<file path="src/rtl/uart_tx_framer.sv">
// ---------------------------------------------------------------------------
// uart_tx_framer
//   UART transmit framer. Each frame is a start bit, 5..MAX_DATA_BITS data
//   bits sent LSB first, an optional even/odd parity bit, and 1 or 2 stop
//   bits. Bytes arrive over a valid/ready handshake into a one-entry holding
//   register. That register is loaded straight into a new frame at the end of
//   the last stop bit, so frames can run back to back with no idle gap.
//
// Ports
//   i_clock          system clock, rising edge
//   i_reset_n        asynchronous active-low reset
//   i_tx_data        payload; bits at or above the frame length are ignored
//   i_tx_valid       i_tx_data valid
//   o_tx_ready       holding register empty (transfer on valid & ready)
//   i_cfg_data_bits  data bits per frame; out-of-range clamps to MAX_DATA_BITS
//   i_cfg_parity     00/11 none, 01 even, 10 odd
//   i_cfg_two_stop   1 = two stop bits
//   o_tx_bits        serial line, idle high
//   o_tx_busy        frame in progress or holding register full
//   o_frame_done     one-cycle pulse during the last cycle of the last stop bit
// ---------------------------------------------------------------------------
module uart_tx_framer #(
  parameter int CLKS_PER_BIT  = 868,
  parameter int MAX_DATA_BITS = 9
) (
  input  logic                     i_clock,
  input  logic                     i_reset_n,
  input  logic [MAX_DATA_BITS-1:0] i_tx_data,
  input  logic                     i_tx_valid,
  output logic                     o_tx_ready,
  input  logic [3:0]               i_cfg_data_bits,
  input  logic [1:0]               i_cfg_parity,
  input  logic                     i_cfg_two_stop,
  output logic                     o_tx_bits,
  output logic                     o_tx_busy,
  output logic                     o_frame_done
);

  localparam int             TW        = $clog2(CLKS_PER_BIT);
  localparam logic [TW-1:0]  TIMER_MAX = TW'(CLKS_PER_BIT - 1);
  localparam logic [3:0]     MAX_BITS  = 4'(MAX_DATA_BITS);

  typedef enum logic [2:0] {
    S_IDLE,
    S_START,
    S_DATA,
    S_PARITY,
    S_STOP
  } state_t;

  state_t                   r_state,        w_state_next;
  logic [TW-1:0]            r_timer,        w_timer_next;
  logic [3:0]               r_bit_cnt,      w_bit_cnt_next;
  logic [MAX_DATA_BITS-1:0] r_shift,        w_shift_next;
  logic                     r_par,          w_par_next;
  logic [3:0]               r_cfg_bits,     w_cfg_bits_next;
  logic                     r_cfg_par_en,   w_cfg_par_en_next;
  logic                     r_cfg_odd,      w_cfg_odd_next;
  logic                     r_cfg_two_stop, w_cfg_two_stop_next;
  logic                     r_hold_full,    w_hold_full_next;
  logic [MAX_DATA_BITS-1:0] r_hold_data,    w_hold_data_next;

  logic       w_tick;
  logic       w_last_stop;
  logic       w_load;
  logic [3:0] w_bits_clamped;

  assign w_tick      = (r_timer == TIMER_MAX);
  // Stop-bit counter runs 0 (one stop bit) or 0..1 (two stop bits).
  assign w_last_stop = (r_bit_cnt == {3'b000, r_cfg_two_stop});

  assign w_bits_clamped = ((i_cfg_data_bits < 4'd5) || (i_cfg_data_bits > MAX_BITS))
                          ? MAX_BITS : i_cfg_data_bits;

  // -------------------------------------------------------------------------
  // Next-state logic
  // -------------------------------------------------------------------------
  always_comb begin
    w_state_next        = r_state;
    w_bit_cnt_next      = r_bit_cnt;
    w_shift_next        = r_shift;
    w_par_next          = r_par;
    w_cfg_bits_next     = r_cfg_bits;
    w_cfg_par_en_next   = r_cfg_par_en;
    w_cfg_odd_next      = r_cfg_odd;
    w_cfg_two_stop_next = r_cfg_two_stop;
    w_hold_full_next    = r_hold_full;
    w_hold_data_next    = r_hold_data;
    w_load              = 1'b0;

    // Bit timer idles at zero and wraps on every bit boundary otherwise.
    w_timer_next = ((r_state == S_IDLE) || w_tick) ? '0 : r_timer + 1'b1;

    case (r_state)
      S_IDLE: begin
        if (r_hold_full) begin
          w_load = 1'b1;
        end
      end
      S_START: begin
        if (w_tick) begin
          w_state_next   = S_DATA;
          w_bit_cnt_next = 4'd0;
        end
      end
      S_DATA: begin
        if (w_tick) begin
          w_par_next   = r_par ^ r_shift[0];
          w_shift_next = r_shift >> 1;
          if (r_bit_cnt == r_cfg_bits - 4'd1) begin
            w_bit_cnt_next = 4'd0;
            w_state_next   = r_cfg_par_en ? S_PARITY : S_STOP;
          end else begin
            w_bit_cnt_next = r_bit_cnt + 4'd1;
          end
        end
      end
      S_PARITY: begin
        if (w_tick) begin
          w_state_next   = S_STOP;
          w_bit_cnt_next = 4'd0;
        end
      end
      S_STOP: begin
        if (w_tick) begin
          if (w_last_stop) begin
            // A waiting byte goes straight into a new start bit.
            if (r_hold_full) begin
              w_load = 1'b1;
            end else begin
              w_state_next = S_IDLE;
            end
          end else begin
            w_bit_cnt_next = r_bit_cnt + 4'd1;
          end
        end
      end
      default: begin
        w_state_next = S_IDLE;
      end
    endcase

    // Frame load: configuration is captured here so later changes on the
    // cfg inputs cannot disturb the frame in flight.
    if (w_load) begin
      w_state_next        = S_START;
      w_shift_next        = r_hold_data;
      w_par_next          = 1'b0;
      w_bit_cnt_next      = 4'd0;
      w_cfg_bits_next     = w_bits_clamped;
      w_cfg_par_en_next   = (i_cfg_parity == 2'b01) || (i_cfg_parity == 2'b10);
      w_cfg_odd_next      = (i_cfg_parity == 2'b10);
      w_cfg_two_stop_next = i_cfg_two_stop;
    end

    // Loading needs a full register and accepting needs an empty one, so the
    // two can never happen on the same edge.
    if (w_load) begin
      w_hold_full_next = 1'b0;
    end else if (i_tx_valid && !r_hold_full) begin
      w_hold_full_next = 1'b1;
      w_hold_data_next = i_tx_data;
    end
  end

  // -------------------------------------------------------------------------
  // State registers
  // -------------------------------------------------------------------------
  always_ff @(posedge i_clock or negedge i_reset_n) begin
    if (!i_reset_n) begin
      r_state        <= S_IDLE;
      r_timer        <= '0;
      r_bit_cnt      <= 4'd0;
      r_shift        <= '0;
      r_par          <= 1'b0;
      r_cfg_bits     <= MAX_BITS;
      r_cfg_par_en   <= 1'b0;
      r_cfg_odd      <= 1'b0;
      r_cfg_two_stop <= 1'b0;
      r_hold_full    <= 1'b0;
      r_hold_data    <= '0;
    end else begin
      r_state        <= w_state_next;
      r_timer        <= w_timer_next;
      r_bit_cnt      <= w_bit_cnt_next;
      r_shift        <= w_shift_next;
      r_par          <= w_par_next;
      r_cfg_bits     <= w_cfg_bits_next;
      r_cfg_par_en   <= w_cfg_par_en_next;
      r_cfg_odd      <= w_cfg_odd_next;
      r_cfg_two_stop <= w_cfg_two_stop_next;
      r_hold_full    <= w_hold_full_next;
      r_hold_data    <= w_hold_data_next;
    end
  end

  // -------------------------------------------------------------------------
  // Outputs: decoded from registered state only, so reset drives the line
  // high immediately and there is no path from i_tx_valid to any output.
  // -------------------------------------------------------------------------
  always_comb begin
    o_tx_bits = 1'b1;
    case (r_state)
      S_START:  o_tx_bits = 1'b0;
      S_DATA:   o_tx_bits = r_shift[0];
      S_PARITY: o_tx_bits = r_par ^ r_cfg_odd;
      default:  o_tx_bits = 1'b1;
    endcase
  end

  assign o_frame_done = (r_state == S_STOP) && w_tick && w_last_stop;
  assign o_tx_ready   = ~r_hold_full;
  assign o_tx_busy    = (r_state != S_IDLE) || r_hold_full;

endmodule

</file>
<file path="config.mk">
export PLATFORM = sky130hd
export DESIGN_NAME = uart_tx_framer
export DESIGN_NICKNAME = d
export VERILOG_FILES = /design/src/rtl/uart_tx_framer.sv
export SDC_FILE = /design/constraint.sdc
export NUM_CORES = 1
export LEC_CHECK = 0
export CAP_MARGIN = 20
export CORE_AREA = 3 3 60 67
export DETAILED_ROUTE_END_ITERATION = 6
export DIE_AREA = 0 0 63 70
export DONT_BUFFER_PORTS = 1
export PLACE_DENSITY_LB_ADDON = 0.3
export SLEW_MARGIN = 20
export SYNTH_ARGS = -nofsm -noshare
export SYNTH_HDL_FRONTEND = slang
export SYNTH_SLANG_ARGS = --single-unit
export TNS_END_PERCENT = 50
</file>
<file path="constraint.sdc">
create_clock -name i_clock -period 4 [get_ports i_clock]
set_input_delay 0.4 -clock i_clock [delete_from_list [all_inputs] [get_ports i_clock]]
set_output_delay 0.4 -clock i_clock [all_outputs]
set_load 0.03 [all_outputs]
</file>
After elaboration in Yosys (flattened, before gate mapping):

Index checks and enable logic that the tools add are counted.

* add/sub/neg operators: 3
* $lt $le $gt $ge: 2
* equality and inequality tests: 19
* mux-type cells: 32
* bitwise operators: 4
* reduce and logical (&&, ||, !) cells: 19

Operator list (number)
* $mux 4: 7
* $mux 3: 9
* $mux 9: 3
* $ne 3x3->1 const B: 8
* $pmux 3 s5: 1
* $pmux 4 s3: 1
* $add 10x1->10 const B: 1
* $eq 10x10->1 const B: 1
* $mux 10: 1
* $mux 1: 8
* $reduce_and 8->1: 1
* $eq 3x2->1 const B: 2
* $reduce_bool 2->1: 3
* $reduce_and 5->1: 1
* $add 4x1->4 const B: 1
* $eq 4x1->1: 1
* $eq 4x4->1: 1
* $gt 4x4->1 const B: 1
* $logic_or 1x1->1: 4
* $lt 4x3->1 const B: 1
* $reduce_and 2->1: 2
* $reduce_bool 4->1: 1
* $sub 4x1->4 const B: 1
* $eq 3x1->1 const B: 1
* 14 further kinds: 18

* bits in registers: 44
* bits of input ports: 19
* output and inout bits: 4

Depth between registers and ports, before layout:

* word-level depth: 6
* depth in mapped cells: 8
* mapped depth without buffers: 8

Worst setup path after synthesis:

OpenSTA, ideal clock, no wires.

* kind: flip-flop to flip-flop
* from: register r_cfg_bits[0]
* to: register r_bit_cnt[3]
* library setup time: 0.138 ns
* arrival: 1.857 ns
* data required time: 3.862 ns
* path slack: 2.005 ns
* stages on the path, launching flop included: 9
* clock period less this slack: 1.995 ns
* path through: dfstp_2 > inv_1 > ha_1 > xor2_1 > nand3_1 > nor3_1 > o221ai_2 > a22oi_1 > o41ai_2

* word-level cells in the longest chain between the ends: 6

Ends and longest elaborated chain
* start: declaration: RTL line 56 `logic [3:0] r_cfg_bits, w_cfg_bits_next;`
* start signal: assignment: RTL line 188 `r_cfg_bits <= w_cfg_bits_next;`
* $sub 4x1->4: RTL line 110 `if (r_bit_cnt == r_cfg_bits - 4'd1) begin`
* $eq 4x4->1: RTL line 110
* $mux 4: RTL line 110
* $mux 4: RTL line 107 `if (w_tick) begin`
* $pmux 4 s3: RTL line 94 `case (r_state)`
* $mux 4: RTL line 145 `if (w_load) begin`
* end signal: assignment: RTL line 185 `r_bit_cnt <= w_bit_cnt_next;`
* end: declaration: RTL line 53 `logic [3:0] r_bit_cnt, w_bit_cnt_next;`

Every way passes these cells. The select of a mux whose other input is x is not followed.
A chain may end at the register's enable or synchronous reset.

Final worst setup path:

* from: register r_bit_cnt[0]
* to: output port o_frame_done

* word-level cells in the longest chain between the ends: 2

Ends and longest elaborated chain
* $eq 4x1->1: RTL line 70 `assign w_last_stop = (r_bit_cnt == {3'b000, r_cfg_two_stop});`
* $logic_and 1x1->1: RTL line 211 `assign o_frame_done = (r_state == S_STOP) && w_tick && w_last_stop;`
* end: declaration: RTL line 36 `output logic o_frame_done`

Every way passes these cells.

==> flow_summary.toml <==
[outcome]
status = "complete, no violations"

[routing]
drc_errors = 0
postRouteAntennaNets = 0
drt_iter0_markers = 77
wire_per_inst_um = 15.1
drt_first_pass_iters = 4
drt_wl_total_mm = 4.13
via_per_inst = 5.99
vias = 1634

[timing]
setup_tns_ns = 0
relSlewSlack_pct = 48.6
setup_viol = 0
max_freq_mhz = 425
fin_skew_ns = 0.0102
worstMarginPinSlew_ns = 0.769
period_needed_ns = 2.35
rsz0062_at_grt = "no"
final_hold_viol_count = 0
fin_crit_sh_pct = 58.8
layout_setup_ws_ns = 1.65
slew_violations = 0

[die]
die_w_um = 63
num_io_pins = 23
start_util_pct = 66.6
core_area_um2 = 3390
dieArea_um2 = 4410
fp.dieH_um = 70
rows = 22

[global_route]
antenna_found_initial = 0
grt_first_pass_wirelength_mm = 7.39
gr-total-overflow = 0
grt_max_degree = 45
grt_pass1_vias = 1685
grt_use_total_pct = 21.0

[cts]
cts_tree = "done"
clock_sinks = 44
cts_buffers = 5
htree_levels = 2
clockRootBuffer = "clkbuf_4"
clkTransAtPathRegs_ns = 0.14
clkLatencyLatePin_ns = 0.36
clk_path_buf_depth = 2
cts_resized = 0

[placement]
place_area_um2 = 2290
pre_cts_slack_ns = 1.85
port_buffers = 0
gp_congestion = 0.828
dp.cells = 263
place_hpwl_mm = 2.94

[run]
maxCapViolCount = 0

[layout]
syn2layout_area_growth_pct = 6.55
register_area_um2 = 1100
multi_input_area_um2 = 1080
layout-drive-gt1-share_pct = 9.33
final_area_um2 = 2400
fin_cells = 273
fillers = 280
antenna_cells = 0
fin_nets = 247

[logic_synthesis]
syn_avg_cell_area_um2 = 10.2
seq_area_frac_synth_pct = 49.0
async_flop_share_pct = 100
ys_ff_latch = 44
synth_cells = 222
synth_edf_count = 0
synth_area_um2 = 2250
synth_cell_types = 47
synth_nets = 245
yosys_warnings = 0
synthFlopType = "dfrtp_1"

[critical_path]
crit_required_ns = 3.60
worst_setup_path_end_kind = "primary output"
startpoint_type = "flip-flop"
crit_type = "reg -> out"
crit_arrival_ns = 1.95
cp_max_fo = 6

[worst_hold_path]
hold_class = "in -> reg"

[power_and_ir_drop]
finalPower_mw = 1.52
p_per_area_nw_per_um2 = 631
p_leak_nw = 1.11
ir_drop_uv = 373
synthesized netlist by cell type, types with 3 or more instances:
cell       n  share of area [%]
ha_1       4                2.2
xnor2_1    6                2.3
mux2i_1    9                4.0
nor2_1    22                3.7
nand4_1    3               0.83
nor3_1     5                1.1
inv_1      9                1.5
buf_2      3               0.67
o21ai_1   16                3.6
clkbuf_1   5               0.83
nor3b_1    3                1.0
a21oi_1    5                1.1
nand3_1   10                2.2
dfrtp_1   42                 47
xor2_1     9                3.5
mux2_1     8                4.0
nand2_1   29                4.8
layout by cell type, fill, tap and decap left out, drive strengths merged, types with 2 or more instances in the layout:
cell type  Yosys  routed
dfrtp         42      42
nand2         30      30
nor2          22      22
o21ai         18      18
inv           10      11
nand3         10      10
xor2           9       9
mux2i          9       9
mux2           8       8
nor3           7       7
xnor2          6       6
a21oi          5       5
clkbuf         5       5
ha             4       4
nand4          4       4
nor3b          3       3
nor2b          2       2
dfstp          2       2
or2            2       2
buf            3       2
flip-flops by register name, summed over array words and instances (netlist names):
name	cells
r_hold_data	9
r_shift	9
r_bit_cnt	4
r_par	1
r_cfg_bits	4
r_cfg_par_en	1
r_state	3
r_hold_full	1
r_cfg_odd	1
r_timer	10
r_cfg_two_stop	1
worst paths after layout:
path | start | to | slack (ns) | cells past startpoint
setup / recovery | r_bit_cnt[0]$_DFFE_PN0P_ | o_frame_done | 1.65 | 4
hold reg to reg | r_hold_data[5]$_DFFE_PN0P_ | r_shift[5]$_DFFE_PN0P_ | 0.50 | 2
setup reg to reg | r_cfg_bits[0]$_DFFE_PN1P_ | r_bit_cnt[3]$_DFFE_PN0P_ | 1.81 | 8
hold / removal | i_cfg_two_stop | r_cfg_two_stop$_DFFE_PN0P_ | 0.14 | 2
max in group asynchronous | i_reset_n | r_cfg_bits[3]$_DFFE_PN1P_ | 3.23 | 2
min in group asynchronous | i_reset_n | r_bit_cnt[3]$_DFFE_PN0P_ | 0.50 | 2
through the flow:
step                hold WS, ns  util [%]
floorplan                 0.104         -
global placement          0.106      67.6
detailed placement        0.105      67.6
CTS                       0.129      70.9
global route              0.122      70.9
finish                    0.136      70.9
kinds of logic (layout without fill, tap and decap cells):
group | count (synthesis) | count (layout) | share of synthesized area (%)
mux | 17 | 17 | 8.00
xor+xnor | 16 | 16 | 6.83
compound gates | 37 | 37 | 11.6
buf+inv | 18 | 21 | 3.16
fa+ha+maj | 4 | 4 | 2.22
simple gates | 86 | 86 | 19.2
flops | 44 | 44 | 49.0
power by group:
part / internal [mW] / total [mW] / switching (mW)
logic: 0.211 / 0.501 / 0.290
registers: 0.603 / 0.730 / 0.128
clock network: 0.134 / 0.284 / 0.151
total: 0.947 / 1.52 / 0.568
cell type report:
class / instances / area share (%)
clock buffers: 5 / 1.56
clock inverters: 3 / 1.93
inverters: 10 / 1.56
multi-input cells: 160 / 44.9
flip-flops and latches: 44 / 46.0
well taps: 48 / 2.50
repair buffers: 3 / 1.56
what timing repair did:
item                                    in CTS  in global routing
hold buffers                                 2                  0
endpoints found under the hold margin       44                  0
endpoints found under the setup margin       0                  0
setup buffers                                0                  0
routing by layer:
layer,vias to the layer above,share of wire [%],GRT usage [%]
met2,48,50,34.6
met5,-,0,0
met3,15,5.1,6.75
met1,804,43,25.7
li1,767,-,-
met4,0,2.0,7.60
critical path: stages (launching register included):
cell,delay (ns)
dfrtp_1,0.48
xnor2_1,0.26
nor3b_1,0.21
nand4_1,0.14
nor2_1,0.50
Note: power is estimated with default switching activity, not from simulation.
